===== config.mk =====
export PLATFORM = sky130hd
export DESIGN_NAME = counter_multi_compare
export DESIGN_NICKNAME = d
export VERILOG_FILES = /design/src/rtl/hwag_counter_pkg.sv /design/src/rtl/counter_match_ch.sv /design/src/rtl/counter_multi_compare.sv
export SDC_FILE = /design/constraint.sdc
export NUM_CORES = 1
export LEC_CHECK = 0
export ABC_CLOCK_PERIOD_IN_PS = 6050
export CAP_MARGIN = 30
export CORE_MARGIN = 2
export CORE_UTILIZATION = 40
export CTS_CLUSTER_DIAMETER = 50
export DETAILED_ROUTE_END_ITERATION = 8
export DONT_BUFFER_PORTS = 1
export MAX_ROUTING_LAYER = met4
export PLACE_DENSITY_LB_ADDON = 0.05
export SETUP_SLACK_MARGIN = 0.5
export SYNTH_ARGS = -nofsm -noshare
export SYNTH_HDL_FRONTEND = slang
export SYNTH_SLANG_ARGS = --single-unit
export TNS_END_PERCENT = 100

===== constraint.sdc =====
create_clock -name clk -period 6.05 [get_ports clk]
set_input_delay 1.21 -clock clk [delete_from_list [all_inputs] [get_ports clk]]
set_output_delay 1.21 -clock clk [all_outputs]
set_load 0.02 [all_outputs]

===== src/rtl/hwag_counter_pkg.sv =====
// Shared constants and types for the multi-compare counter.
// Direction and mode encodings, plus the per-edge operation decode.
package hwag_counter_pkg;

    localparam logic CNT_UP       = 1'b0;
    localparam logic CNT_DOWN     = 1'b1;

    localparam logic MODE_WRAP    = 1'b0;
    localparam logic MODE_ONESHOT = 1'b1;

    typedef enum logic [1:0] {
        OP_HOLD,
        OP_CLEAR,
        OP_LOAD,
        OP_STEP
    } cnt_op_e;

    // Priority below reset: clear, then load, then a step.
    // A sticky done blocks stepping until cleared or loaded.
    function automatic cnt_op_e sel_op(
        input logic srst,
        input logic sload,
        input logic ena,
        input logic done
    );
        cnt_op_e op;
        op = OP_HOLD;
        if (srst) begin
            op = OP_CLEAR;
        end else if (sload) begin
            op = OP_LOAD;
        end else if (ena && !done) begin
            op = OP_STEP;
        end
        return op;
    endfunction

endpackage


===== src/rtl/counter_match_ch.sv =====
// One compare channel: registered match event and level ge flag.
// Ports: clk, rst, nxt_i (next count), upd_i (count changes this edge),
//        cmp_i (compare value), cur_i (current count), match_o, ge_o.
module counter_match_ch
    import hwag_counter_pkg::*;
#(
    parameter int WIDTH = 16
) (
    input  logic             clk,
    input  logic             rst,
    input  logic [WIDTH-1:0] nxt_i,
    input  logic             upd_i,
    input  logic [WIDTH-1:0] cmp_i,
    input  logic [WIDTH-1:0] cur_i,
    output logic             match_o,
    output logic             ge_o
);

    logic match_q;
    logic match_d;

    // Compare against the value being loaded into the counter so the
    // event lands in the same cycle the count first shows it.
    assign match_d = upd_i && (nxt_i == cmp_i);

    always_ff @(posedge clk) begin
        if (rst) begin
            match_q <= 1'b0;
        end else begin
            match_q <= match_d;
        end
    end

    assign match_o = match_q;
    assign ge_o    = (cur_i >= cmp_i);

endmodule


===== src/rtl/counter_multi_compare.sv =====
// Modulo up/down counter with wrap/oneshot modes and N compare channels.
// Ports: clk, rst, srst, sload/dload, ena, dir, oneshot, dtop, cmp_val
//        in; dout, wrap, done, match[CHANNELS], ge[CHANNELS] out.
module counter_multi_compare
    import hwag_counter_pkg::*;
#(
    parameter int WIDTH    = 16,
    parameter int CHANNELS = 4
) (
    input  logic                      clk,
    input  logic                      rst,
    input  logic                      srst,
    input  logic                      sload,
    input  logic [WIDTH-1:0]          dload,
    input  logic                      ena,
    input  logic                      dir,
    input  logic                      oneshot,
    input  logic [WIDTH-1:0]          dtop,
    input  logic [CHANNELS*WIDTH-1:0] cmp_val,
    output logic [WIDTH-1:0]          dout,
    output logic                      wrap,
    output logic                      done,
    output logic [CHANNELS-1:0]       match,
    output logic [CHANNELS-1:0]       ge
);

    logic [WIDTH-1:0] dout_q;
    logic [WIDTH-1:0] dout_d;
    logic             wrap_q;
    logic             wrap_d;
    logic             done_q;
    logic             done_d;
    logic             upd;
    logic             at_term;
    cnt_op_e          op;

    assign op = sel_op(srst, sload, ena, done_q);

    // Up counting treats any value at or above dtop as terminal, so a
    // load beyond the top wraps (or stops) on the next step.
    assign at_term = (dir == CNT_DOWN) ? (dout_q == '0)
                                       : (dout_q >= dtop);

    always_comb begin
        dout_d = dout_q;
        wrap_d = 1'b0;
        done_d = done_q;
        upd    = 1'b0;
        unique case (op)
            OP_CLEAR: begin
                dout_d = '0;
                done_d = 1'b0;
            end
            OP_LOAD: begin
                dout_d = dload;
                done_d = 1'b0;
                upd    = 1'b1;
            end
            OP_STEP: begin
                if (!at_term) begin
                    dout_d = (dir == CNT_DOWN) ? dout_q - WIDTH'(1)
                                               : dout_q + WIDTH'(1);
                    upd    = 1'b1;
                end else if (oneshot == MODE_ONESHOT) begin
                    // Stop: count holds, so no match event either.
                    done_d = 1'b1;
                end else begin
                    dout_d = (dir == CNT_DOWN) ? dtop : '0;
                    wrap_d = 1'b1;
                    upd    = 1'b1;
                end
            end
            default: begin
            end
        endcase
    end

    always_ff @(posedge clk) begin
        if (rst) begin
            dout_q <= '0;
            wrap_q <= 1'b0;
            done_q <= 1'b0;
        end else begin
            dout_q <= dout_d;
            wrap_q <= wrap_d;
            done_q <= done_d;
        end
    end

    for (genvar i = 0; i < CHANNELS; i++) begin : g_ch
        counter_match_ch #(
            .WIDTH(WIDTH)
        ) u_ch (
            .clk    (clk),
            .rst    (rst),
            .nxt_i  (dout_d),
            .upd_i  (upd),
            .cmp_i  (cmp_val[i*WIDTH +: WIDTH]),
            .cur_i  (dout_q),
            .match_o(match[i]),
            .ge_o   (ge[i])
        );
    end

    assign dout = dout_q;
    assign wrap = wrap_q;
    assign done = done_q;

endmodule


# Yosys cells after proc, flatten, opt, wreduce, memory -nomap -nowiden
# Index checks and enable logic that the tools add are counted.
totals:
  regBits: 22
  latchBits: 0
  ram_bits: 0
  mem_bits_ro: 0
  input_bits: 103
  out_inout_bits: 26
  word_cells: 51
  memories: 0
classes:
  n_addsub: 2
  multipliers: 0
  div_mod_pow: 0
  magnitude_cmp: 5
  eq_ne: 9
  n_shift: 0
  mux: 15
  n_bitwise: 2
  reduce_logical: 11
ops:
  columns: ["cell", "count"]
  rows:
  - [">= comparator 16 bit", 5]
  - ["equality test 16 bit", 4]
  - ["2-to-1 mux 16 bit", 4]
  - ["one-hot mux 16 bit (3 select lines)", 1]
  - ["adder 16 x 1 -> 16 bit, second input constant", 1]
  - ["logical NOT 16 bit", 1]
  - ["subtractor 16 x 1 -> 16 bit, second input constant", 1]
  - ["2-to-1 mux 2 bit", 3]
  - ["logical AND 1 bit", 5]
  - ["2-to-1 mux 1 bit", 5]
  - ["equality test 2 bit, second input constant", 2]
  - ["inequality test 2 bit, second input constant", 2]
  - ["one-hot mux 1 bit (2 select lines)", 2]
  - ["AND reduction 3 bit", 1]
  - ["OR reduction 3 bit", 1]
  - ["equality test 2 x 1 -> 1 bit, second input constant", 1]
  - ["NOT 1 bit", 2]
  - ["nonzero test 2 bit", 1]
  - ["OR reduction 2 bit", 1]
  - ["logical NOT 1 bit", 1]

# Logic depth before layout (Yosys ltp)
depth:
  ltp_word: 9
  mapped_depth: 15
  depth_no_buf: 13

# Hierarchy
# Synthesis repeated with hierarchy kept, for this count alone.
hier_totals:
  hier_cells: 667
  area_unflattened_um2: 4939.7
by_module_without_submodules:
  columns: ["module", "instances", "cells_each", "area_each_um2", "seq_area_each_um2"]
  rows:
  - ["counter_multi_compare", 1, 355, 2542.4, 360.3]
  - ["counter_match_ch", 4, 78, 599.3, 20.0]

# Worst setup path before layout
# OpenSTA, ideal clock, no wires.
synth_timing:
  path_type: "input port to output port"
  start: "input cmp_val[0]"
  end: "output ge[0]"
  t_arrival_ns: 3.128
  required_time_ns: 4.840
  slack_ns: 1.712
  path_stages: 13
  path_buffers: 1
  path_cell_list: "ha_1 > nand2b_1 > a21o_1 > a21o_1 > a21oi_1 > nor2b_1 > o21ai_0 > a21oi_1 > a221o_1 > a21oi_1 > o21ai_0 > a21o_1 > buf_4"
synth_between:
  elab_chain_cells: 1
synth_lines:
  columns: ["element", "line_no", "text"]
  rows:
  - ["start, declared", "counter_multi_compare.sv:19", "input logic [CHANNELS*WIDTH-1:0] cmp_val,"]
  - [">= comparator 16 bit", "counter_match_ch.sv:35", "assign ge_o = (cur_i >= cmp_i);"]
  - ["end, declared", "counter_multi_compare.sv:24", "output logic [CHANNELS-1:0] ge"]
# Every way passes these cells.

# Final worst setup path
layout_timing:
  start: "input dtop[14]"
  end: "register g_ch[0].u_ch.match_q"
layout_between:
  elab_chain_cells: 6
  word_cells_on_any_way: 10
  cone_classes: "order compare: 1; eq/ne: 1; mux: 7; reduce/logical: 1"
layout_lines:
  columns: ["element", "line_no", "text"]
  rows:
  - ["start, declared", "counter_multi_compare.sv:18", "input logic [WIDTH-1:0] dtop,"]
  - [">= comparator 16 bit / 2-to-1 mux 16 bit (equally long branches)", "counter_multi_compare.sv:42, counter_multi_compare.sv:68", null]
  - ["2-to-1 mux 1 bit / 2-to-1 mux 16 bit (equally long branches)", "counter_multi_compare.sv:41, counter_multi_compare.sv:64", null]
  - ["2-to-1 mux 16 bit", "counter_multi_compare.sv:60", "if (!at_term) begin"]
  - ["one-hot mux 16 bit (3 select lines)", "counter_multi_compare.sv:49", "unique case (op)"]
  - ["equality test 16 bit", "counter_match_ch.sv:24", "assign match_d = upd_i && (nxt_i == cmp_i);"]
  - ["logical AND 1 bit *", "counter_match_ch.sv:24", null]
  - ["end signal, assigned", "counter_match_ch.sv:30", "match_q <= match_d;"]
  - ["end, declared", "counter_match_ch.sv:19", "logic match_q;"]
# Mark *: on every way between the ends. The rest lies on a longest branch, timed or not.
# A chain may end at the register's enable or synchronous reset.

==> results by group <==
Critical path
  – CP delay by family, top: simple AND/OR/NAND/NOR gates
  – Worst reg2reg path depth: 11
  – R2R Setup Slk: 1.38 ns
  – Largest fanout on the critical path: 18
  – CP dominant cell by count: nor4_1
  – Reg2reg start: dout[11]$_SDFF_PP0_
  – Worst Setup SP: dtop[14]
  – Critical-path cell list: inv_1 > ha_1 > nand4_1 > nor2_1 > nand3b_2 > a31oi_4 > mux2_2 > a221oi_2 > o21bai_1 > a21oi_1 > nor4_1 > nand3_1 > nor4_1
  – R2r endpoint: g_ch[0].u_ch.match_o$_SDFF_PP0_
  – CP arrival: 5.04 ns
  – Critical path data required time: 6.22 ns
  – Critical path launch point type: input port
  – Crit path largest cell delay: 0.67 ns
  – Type of the worst setup path: input port to flip-flop
  – Slowest stage cell, crit path: a31oi_4
  – CP bufs+invs: 1
  – Crit path capture: g_ch[0].u_ch.match_o$_SDFF_PP0_
  – Stages on worst setup path: 13
  – Crit end category: flip-flop

Yosys
  – Syn avg cell area: 7.25 sq um
  – Most common cell in the netlist: ha_1
  – Most frequent cells after synthesis: ha_1 (94), inv_1 (80), a21oi_1 (64), nor2_1 (62), nand2_1 (60)
  – Post-Syn Area: 4990 sq um
  – Area share of the largest cell type after synthesis: 0.235
  – Post-Synthesis Cells: 689
  – Synth unique cells: 74
  – Register area share after synthesis: 0.0882
  – Post-Syn Nets: 887
  – Dominant synthesized flop cell: dfxtp_1
  – Async SR Flop Fraction: 0
  – Yosys top cell by area: ha_1
  – Synth warn: 0
  – Number of synthesized flops with an enable pin: 0
  – Synth area leaders: ha_1 (24%), dfxtp_1 (8.8%), xnor2_1 (6.5%)
  – Synthesized flop and latch total: 22

Finish
  – Area Overhead vs Synth: 5.56%
  – Ant. Diodes: 0
  – Fillcell total: 1272
  – Layout cells sized above 1: 0.0676
  – FF/Latch Area: 440 sq um
  – Area of the multi-input gates: 4120 sq um
  – Final core utilization: 0.435
  – NumNets Final: 879

Timing
  – Period utilization: 0.805
  – Max Slew Vio Count: 0
  – Max Fclk: 205 MHz
  – Clock skew: 0.00365 ns
  – Crit path time final: 4.87 ns
  – Final setup violation count: 0
  – Rel. slew slack: 0.491
  – Worst-margin pin slew: 0.764 ns
  – Unrepaired setup endpoints after global routing: false
  – Fin. Hold Viols: 0
  – Final TNS setup: 0 ns

Global routing
  – Wire length of the first global-routing pass: 27100 um
  – Number of antenna violations at the first check in global routing: 0
  – Pin count of the biggest net entering global routing: 37
  – Congestion Overflow GR: 0
  – Vias in the first global route: 4895
  – Global Route Usage Sum: 0.271

Drt
  – Vias per inst: 5.82
  – Via count: 4933
  – Wire per inst: 20.9 um
  – DRT Pass-1 Iters: 5
  – Routed wire length: 17700 um
  – Initial DRC count: 271
  – Final ANT Viol Nets: 0
  – Drc violations: 0

Clock tree
  – Clk sinks: 22
  – CTS Buf Count: 3
  – Worst-skew pair later-pin latency: 0.27 ns
  – CTS tree: built
  – Post-CTS Setup Inserts: 0
  – Clock Pin Slew Worst Setup and Hold Paths: 0.07 ns
  – H-tree depth: 1
  – Worst-case clock buffer depth: 2
  – CTS root buffer: clkbuf_16
  – Cts hold-fix bufs: 0
  – Post-CTS Resized: 0

Placement
  – Hpwl dp: 14700 um
  – GPL Wtd Cong: 0.942
  – PortBufs: 0

Die
  – I/O Pins: 129
  – Die height: 116 um
  – Die Span X: 116 um
  – Area of the die: 13400 sq um
  – Core Rows: 40
  – Initial Util: 0.412
  – Core area: 12100 sq um

Power
  – Power Density: 137 nW/um^2
  – LEAKAGE: 2.53 nW
  – Power Total: 0.000722 W
  – Worst vdd ir: 0.000102 V

Outcome
  – Status: finished clean

Hold path
  – Path category of the worst min-delay check: flip-flop to flip-flop

Job
  – Max-Cap Viols: 0
## cell usage in the layout, fill, tap and decap left out, types with 11 or more instances in the layout
cell type,instances
buf_4,12
nor2_1,62
nand2_1,60
a21oi_1,64
dfxtp_1,22
nor3_1,15
ha_1,94
inv_1,80
o21ai_0,44
a21o_1,18
xnor2_1,37
nand4_1,11
## worst min-delay path, stage by stage, from the launching register on
cell,delay [ns]
dfxtp_1,0.40
a31oi_1,0.18
nor4_1,0.05
## worst min-delay path by stage
| stage | from | endpoint | slack [ns] | cells after the start |
|---|---|---|---|---|
| 2_1_floorplan | done$_SDFFE_PP0P_ | done$_SDFFE_PP0P_ | 0.62 | 2 |
| 3_3_place_gp | done$_SDFFE_PP0P_ | done$_SDFFE_PP0P_ | 0.65 | 2 |
| 3_5_place_dp | done$_SDFFE_PP0P_ | done$_SDFFE_PP0P_ | 0.66 | 2 |
| 4_1_cts | done$_SDFFE_PP0P_ | done$_SDFFE_PP0P_ | 0.68 | 2 |
| 5_1_grt | done$_SDFFE_PP0P_ | done$_SDFFE_PP0P_ | 0.71 | 2 |
| 6_report | done$_SDFFE_PP0P_ | done$_SDFFE_PP0P_ | 0.67 | 2 |
## area by class of cell
type,count,share of cell area
Sequential cell,22,0.0835
Clock buffer,3,0.0142
Tap cell,168,0.0399
Multi-Input combinational cell,561,0.780
Timing Repair Buffer,13,0.0192
Inverter,80,0.0570
Clock inverter,1,0.00570
## registers in the layout, summed over array words and instances, names as in the netlist
register and flops:
done 1, dout 16, g_ch.u_ch.match_o 4, wrap 1
## logic make-up (layout without fill, tap and decap cells)
kind of cell,count (synthesis),count (layout),share of synthesized area
xor+xnor,43,43,0.0754
simple gates,207,207,0.205
mux,6,6,0.0138
buf+inv,106,97,0.0889
fa+ha+maj,95,95,0.239
flops,22,22,0.0882
compound gates,210,210,0.289
## through the flow
step	setup slack, ns	cell area (sq um)	std cells	hold WS, ns
final	1.18	5270	848	0.675
after global routing	0.940	5270	848	0.708
after CTS	1.21	5270	848	0.679
after detailed placement	0.964	5170	844	0.656
after global placement	1.08	5160	843	0.648
after floorplan	1.71	4990	689	0.621
## per-layer routing
metal	routed length [um]	track usage	share of wire
met3	1440	0.0601	0.081
met4	295	0.0452	0.017
met2	8300	0.451	0.47
met5	0	-	0
met1	7680	0.343	0.43
## where the power goes
part	internal, W	total (W)	switching (W)
Combinational	0.000145	0.000352	0.000207
Sequential	0.000151	0.000170	0.0000192
Clock	0.000132	0.000200	0.0000678
Total	0.000428	0.000722	0.000294
Note: power is estimated with default switching activity, not from simulation.
